**src/rtl/scv_pkg.sv**
```systemverilog
// rtl/scv_pkg.sv - shared constants and word type for the cartridge loader
package scv_pkg;

  localparam int         CART_ADDR_W = 17;
  localparam logic [7:0] CART_IDX    = 8'h01;

  typedef struct packed {
    logic [24:0] addr;
    logic [15:0] data;
  } cart_word_t;

  function automatic logic [7:0] word_byte(input cart_word_t w, input logic hi);
    return hi ? w.data[15:8] : w.data[7:0];
  endfunction

endpackage

```
**src/rtl/cart_loader.sv**
```systemverilog
// rtl/cart_loader.sv - host download words to byte-wide ROM store init stream
module cart_loader
  import scv_pkg::*;
#(
  parameter logic [7:0] CART_INDEX = CART_IDX,
  parameter int         HDR_BYTES  = 0,
  parameter int         ADDR_W     = CART_ADDR_W
) (
  input  logic              CLK,
  input  logic              RESET,
  input  logic              IOCTL_DOWNLOAD,
  input  logic [7:0]        IOCTL_INDEX,
  input  logic              IOCTL_WR,
  input  logic [24:0]       IOCTL_ADDR,
  input  logic [15:0]       IOCTL_DOUT,
  output logic              IOCTL_WAIT,
  output logic              INIT_SEL,
  output logic [ADDR_W-1:0] INIT_ADDR,
  output logic [7:0]        INIT_DATA,
  output logic              INIT_VALID,
  output logic              OVERSIZE
);

  typedef enum logic [1:0] {IDLE, ACTIVE, DRAIN} state_t;

  localparam logic [24:0] HDR = 25'(HDR_BYTES);

  state_t      state, state_next;
  cart_word_t  in_word;
  cart_word_t  h_word, h_word_next, s_word, s_word_next;
  logic        h_valid, h_valid_next, s_valid, s_valid_next;
  logic        h_phase, h_phase_next;
  logic        sel_match, accept, h_release;
  logic [24:0] byte_addr, rel_addr;
  logic        in_header, over, emit;
  logic [7:0]  cur_byte;
  logic [ADDR_W-1:0] addr_q;
  logic [7:0]  data_q;
  logic        init_sel_q, oversize_q;

  assign sel_match = IOCTL_DOWNLOAD & (IOCTL_INDEX == CART_INDEX);
  assign accept    = (state == ACTIVE) & IOCTL_WR;
  assign in_word   = {IOCTL_ADDR, IOCTL_DOUT};
  assign h_release = h_valid & h_phase;

  assign byte_addr = h_word.addr + {24'd0, h_phase};
  assign rel_addr  = byte_addr - HDR;
  assign over      = |rel_addr[24:ADDR_W];
  assign cur_byte  = word_byte(h_word, h_phase);

  generate
    if (HDR_BYTES > 0) begin : g_hdr
      assign in_header = byte_addr < HDR;
    end else begin : g_no_hdr
      assign in_header = 1'b0;
    end
  endgenerate

  // Header and oversize bytes still spend their cycle in H, just without a strobe
  assign emit = h_valid & ~in_header & ~over;

  always_comb begin
    state_next   = state;
    h_word_next  = h_word;
    h_valid_next = h_valid;
    h_phase_next = h_phase;
    s_word_next  = s_word;
    s_valid_next = s_valid;

    if (h_valid && !h_phase) begin
      h_phase_next = 1'b1;
    end

    // H frees up on its high byte; S (or a direct strobe) refills it in the same cycle
    if (!h_valid || h_release) begin
      h_phase_next = 1'b0;
      if (s_valid) begin
        h_word_next  = s_word;
        h_valid_next = 1'b1;
        s_valid_next = accept;
        if (accept) begin
          s_word_next = in_word;
        end
      end else if (accept) begin
        h_word_next  = in_word;
        h_valid_next = 1'b1;
      end else begin
        h_valid_next = 1'b0;
      end
    end else if (accept && !s_valid) begin
      s_word_next  = in_word;
      s_valid_next = 1'b1;
    end

    case (state)
      IDLE:    if (sel_match) state_next = ACTIVE;
      ACTIVE:  if (!sel_match) state_next = DRAIN;
      DRAIN:   if (!h_valid_next && !s_valid_next) state_next = IDLE;
      default: state_next = IDLE;
    endcase
  end

  always_ff @(posedge CLK or posedge RESET) begin
    if (RESET) begin
      state      <= IDLE;
      h_word     <= '0;
      h_valid    <= 1'b0;
      h_phase    <= 1'b0;
      s_word     <= '0;
      s_valid    <= 1'b0;
      addr_q     <= '0;
      data_q     <= '0;
      init_sel_q <= 1'b0;
      oversize_q <= 1'b0;
    end else begin
      state      <= state_next;
      h_word     <= h_word_next;
      h_valid    <= h_valid_next;
      h_phase    <= h_phase_next;
      s_word     <= s_word_next;
      s_valid    <= s_valid_next;
      init_sel_q <= (state_next != IDLE);
      if (emit) begin
        addr_q <= rel_addr[ADDR_W-1:0];
        data_q <= cur_byte;
      end
      if (state == IDLE && sel_match) begin
        oversize_q <= 1'b0;
      end else if (h_valid && !in_header && over) begin
        oversize_q <= 1'b1;
      end
    end
  end

  assign IOCTL_WAIT = h_valid;
  assign INIT_SEL   = init_sel_q;
  assign INIT_VALID = emit;
  assign INIT_ADDR  = emit ? rel_addr[ADDR_W-1:0] : addr_q;
  assign INIT_DATA  = emit ? cur_byte : data_q;
  assign OVERSIZE   = oversize_q;

endmodule

```
**config.mk**
```make
export PLATFORM = sky130hd
export DESIGN_NAME = cart_loader
export DESIGN_NICKNAME = d
export VERILOG_FILES = /design/src/rtl/scv_pkg.sv /design/src/rtl/cart_loader.sv
export SDC_FILE = /design/constraint.sdc
export NUM_CORES = 1
export LEC_CHECK = 0
export CORE_MARGIN = 4
export CORE_UTILIZATION = 35
export DETAILED_ROUTE_END_ITERATION = 8
export SETUP_SLACK_MARGIN = 0.02
export SYNTH_ARGS = -nofsm -noshare
export SYNTH_HDL_FRONTEND = slang
export SYNTH_SLANG_ARGS = --single-unit
export TNS_END_PERCENT = 30
```
**constraint.sdc**
```tcl
create_clock -name CLK -period 5 [get_ports CLK]
set_input_delay 0.75 -clock CLK [delete_from_list [all_inputs] [get_ports CLK]]
set_output_delay 0.75 -clock CLK [all_outputs]
set_load 0.005 [all_outputs]
```
==> metrics.txt <==
# TYPE chip_impl_metric gauge
chip_impl_info{name="status",value="complete, no violations"} 1
chip_impl_info{name="mostFrequentLayoutCell",value="sky130_fd_sc_hd__dfrtp_1"} 1
chip_impl_metric{name="die_width",unit="um"} 131
chip_impl_info{name="ff_to_ff_start",value="h_phase"} 1
chip_impl_metric{name="cts.hold.buffers_added",unit=""} 0
chip_impl_metric{name="p_int",unit="uW"} 1810
chip_impl_info{name="cp_cell_sequence",value="ha_1 > ha_1 > nand3_2 > nor4_4 > nand3b_1 > mux2i_2 > o2111ai_4 > buf_12 > mux2_2 > clkdlybuf4s50_1"} 1
chip_impl_metric{name="floorplan.initialDensity",unit="%"} 36.1
chip_impl_metric{name="drt_iter0_markers",unit=""} 176
chip_impl_metric{name="timing.final.max_slew_violations",unit=""} 0
chip_impl_metric{name="rows",unit=""} 44
chip_impl_info{name="hold_path.startpoint",value="h_word[9]"} 1
chip_impl_info{name="tritoncts_clock_tree",value="yes"} 1
chip_impl_metric{name="maxClockFrequency",unit="MHz"} 214
chip_impl_metric{name="antenna_found_initial",unit=""} 0
chip_impl_metric{name="share_of_the_clock_period_used_by_the_worst_path_after_layout",unit="%"} 93.6
chip_impl_metric{name="drc_violations",unit=""} 0
chip_impl_metric{name="share_of_power_burned_in_the_clock_network",unit="%"} 52.5
chip_impl_metric{name="timing.clock.skew",unit="ps"} 7.37
chip_impl_info{name="cts_root_buffer",value="sky130_fd_sc_hd__clkbuf_16"} 1
chip_impl_metric{name="die-height",unit="um"} 131
chip_impl_metric{name="power.density_cell_area",unit="nW/um^2"} 334
chip_impl_info{name="startpoint_type",value="register"} 1
chip_impl_metric{name="yosys.cell_types.count",unit=""} 45
chip_impl_info{name="timing.critical_path.to_type",value="output port"} 1
chip_impl_info{name="crit_family",value="simple AND/OR/NAND/NOR gates"} 1
chip_impl_metric{name="fin_nets",unit=""} 567
chip_impl_info{name="layout.cells.most_common_list",value="sky130_fd_sc_hd__dfrtp_1 (113), sky130_fd_sc_hd__clkdlybuf4s50_1 (81), sky130_fd_sc_hd__mux2_2 (55)"} 1
chip_impl_metric{name="syn_avg_cell_area",unit="sq um"} 12.4
chip_impl_metric{name="number_of_nets_with_antenna_violations_after_routing",unit=""} 0
chip_impl_metric{name="synth-edff-count",unit=""} 0
chip_impl_metric{name="cts.clk_slew.worst_paths",unit="ps"} 50
chip_impl_metric{name="syn-num-nets",unit=""} 482
chip_impl_metric{name="numClockSinks",unit=""} 114
chip_impl_metric{name="first_global_vias",unit=""} 3652
chip_impl_metric{name="seqCellArea",unit="sq um"} 2850
chip_impl_info{name="whs_endpoint",value="h_word[9]"} 1
chip_impl_metric{name="max-vdd-ir-drop",unit="V"} 0.000264
chip_impl_metric{name="vias_per_cell",unit=""} 4.89
chip_impl_metric{name="grt_max_degree",unit=""} 79
chip_impl_metric{name="global_route.overflow_total",unit=""} 0
chip_impl_info{name="hold_path.class",value="reg -> reg"} 1
chip_impl_metric{name="cts_inserted_buffers",unit=""} 17
chip_impl_metric{name="mappedNetlistArea",unit="sq um"} 5300
chip_impl_metric{name="post_synth_inst_count",unit=""} 427
chip_impl_metric{name="rr_worst_depth",unit=""} 9
chip_impl_metric{name="multiInputGateArea",unit="sq um"} 2350
chip_impl_metric{name="number_of_instances_resized_during_post_cts_repair",unit=""} 0
chip_impl_metric{name="boundaryPins",unit=""} 82
chip_impl_metric{name="post-place-cells",unit=""} 677
chip_impl_info{name="synth_top_flop_cell",value="sky130_fd_sc_hd__dfrtp_1"} 1
chip_impl_info{name="critical_path.most_common_cell",value="sky130_fd_sc_hd__ha_1"} 1
chip_impl_info{name="rsz0062_at_grt",value="no"} 1
chip_impl_metric{name="fp.dieArea",unit="sq um"} 17200
chip_impl_metric{name="io_buffers",unit=""} 81
chip_impl_metric{name="switchingPower",unit="uW"} 503
chip_impl_metric{name="max-clock-path-buffers",unit=""} 2
chip_impl_metric{name="final_layout_size_suffix_gt1_share",unit="%"} 23.8
chip_impl_metric{name="data_required_time_at_the_worst_endpoint",unit="ps"} 4250
chip_impl_metric{name="arrival",unit="ps"} 3930
chip_impl_metric{name="max_cap_violations",unit=""} 0
chip_impl_metric{name="area.growth.synth_to_final",unit="%"} 30.5
chip_impl_metric{name="comb_power_share",unit="%"} 6.2
chip_impl_metric{name="postSynth.asyncResetShare",unit="%"} 100
chip_impl_metric{name="routed-via-count",unit=""} 3465
chip_impl_metric{name="wl",unit="um"} 11500
chip_impl_metric{name="layout.filler_cells",unit=""} 1318
chip_impl_metric{name="antenna_cells_inserted",unit=""} 0
chip_impl_metric{name="leakagePower",unit="uW"} 0.00310
chip_impl_metric{name="final_hold_viol_count",unit=""} 0
chip_impl_metric{name="dr.pass1.iters",unit=""} 4
chip_impl_metric{name="hpwl",unit="um"} 7900
chip_impl_metric{name="grt_pass1_wl",unit="um"} 19000
chip_impl_metric{name="max_slew.worst_pin.slew",unit="ps"} 1060
chip_impl_metric{name="synthesis_warnings",unit=""} 0
chip_impl_metric{name="timing.critical_path.fanout_max",unit=""} 17
chip_impl_metric{name="fin_setup_tns",unit="ps"} 0
chip_impl_metric{name="worst_slew_margin_rel",unit="%"} 29.2
chip_impl_metric{name="fin_cells",unit=""} 709
chip_impl_metric{name="worst_path_buffer_plus_inverter_count",unit=""} 2
chip_impl_metric{name="finalWorstPathRequiredPeriod",unit="ps"} 4680
chip_impl_metric{name="timing.final.setup_violations",unit=""} 0
chip_impl_metric{name="min_delay_path_depth",unit=""} 2
chip_impl_metric{name="grt.total_usage",unit="%"} 14.6
chip_impl_info{name="r2r_end",value="data_q[7]"} 1
chip_impl_metric{name="worst_skew_pair.late_latency",unit="ps"} 410
chip_impl_metric{name="ys_seq_area_share",unit="%"} 53.8
chip_impl_info{name="critical_path_class",value="reg -> out"} 1
chip_impl_metric{name="sw_frac_of_total",unit="%"} 21.8
chip_impl_metric{name="ys_seq_elements",unit=""} 114
chip_impl_info{name="critical-path-slowest-cell",value="sky130_fd_sc_hd__dfrtp_1"} 1
chip_impl_metric{name="wl_per_cell",unit="um"} 16.3
chip_impl_metric{name="core",unit="sq um"} 14700
chip_impl_metric{name="cts_setup_buffers",unit=""} 0
chip_impl_metric{name="htreeDepth",unit=""} 4
chip_impl_metric{name="r2r_slack",unit="ps"} 1810
chip_impl_metric{name="worst_path_largest_cell_delay",unit="ps"} 590
chip_impl_metric{name="globalplace.congestion",unit=""} 0.748
chip_impl_metric{name="seqPwrFrac",unit="%"} 41.4
## Yosys cell counts, drive strengths merged (2+ instances only)
library cell / n / area, sq um
nand2b: 4 / 25.0
nor2b: 2 / 12.5
mux2i: 43 / 434
xnor2: 12 / 105
mux2: 73 / 890
clkbuf: 13 / 48.8
nand2: 53 / 201
dfrtp: 114 / 2850
nand3: 5 / 35.0
nor4: 4 / 46.3
nor2: 10 / 40.0
xor2: 6 / 52.6
inv: 6 / 22.5
nand4b: 2 / 17.5
buf: 7 / 46.3
o21ai: 42 / 210
nor3: 4 / 31.3
ha: 2 / 25.0
nand4: 10 / 68.8
## worst min-delay path, cell delays in order, from the launching register on
cell,delay [ps]
sky130_fd_sc_hd__dfrtp_1,340
sky130_fd_sc_hd__nand2_1,40
sky130_fd_sc_hd__o21ai_0,60
## cell families after synthesis
group                    synth area share, %
AO/OA/AOI/OAI                           5.41
XOR/XNOR                                2.97
adder cells (fa/ha/maj)                0.661
buffers and inverters                   2.22
flip-flops                              53.8
multiplexers                            25.0
AND/OR/NAND/NOR                         9.94
## power groups by stage
| stage | registers [uW] | logic (uW) | clock network [uW] |
|---|---|---|---|
| after floorplan | 966 | 63.6 | 0 |
| after global placement | 971 | 143 | 0 |
| after detailed placement | 971 | 146 | 0 |
| after CTS | 955 | 147 | 1240 |
| after global routing | 957 | 159 | 1290 |
| final | 955 | 143 | 1210 |
## worst max path at each step
stage	start	endpoint	slack, ps	depth (start not counted)
final	h_phase	INIT_DATA[7]	320	10
after global routing	h_phase	INIT_ADDR[1]	50	10
after CTS	h_phase	INIT_DATA[7]	250	10
after detailed placement	h_phase	INIT_DATA[7]	710	10
after global placement	h_phase	INIT_DATA[7]	800	10
after floorplan	RESET	INIT_SEL	1230	1
## state kept, by name, summed over array words and instances, names as in the netlist
signal,flops
INIT_SEL,1
IOCTL_WAIT,1
OVERSIZE,1
addr_q,17
data_q,8
h_phase,1
h_word,41
s_valid,1
s_word,41
state,2
## final cells by class
cell class / count / share of cell area, %
Clock buffer: 19 / 6.26
Clock inverter: 13 / 2.35
Inverter: 6 / 0.362
Multi-Input combinational cell: 287 / 34.0
Sequential cell: 114 / 41.3
Tap cell: 184 / 3.33
Timing Repair Buffer: 86 / 12.5
## per-layer routing
layer  track usage, %  vias up  share of wire [%]
met5                0        -                  0
met4             4.17        0               0.90
met3             5.79       11                5.1
met2             22.6       65                 48
met1             18.9     1707                 45
li1                 -     1682                  -
## through the flow
step | worst slack, ps | utilization [%] | hold slack (ps) | instance area (sq um) | power [uW]
floorplan | 1230 | - | 444 | 5300 | 1030
global placement | 801 | 43.0 | 462 | 6320 | 1110
detailed placement | 711 | 43.0 | 468 | 6320 | 1120
CTS | 253 | 47.0 | 481 | 6910 | 2340
global route | 51.8 | 47.0 | 502 | 6910 | 2400
finish | 320 | 47.0 | 475 | 6910 | 2310
(Power assumes the default switching activity.)
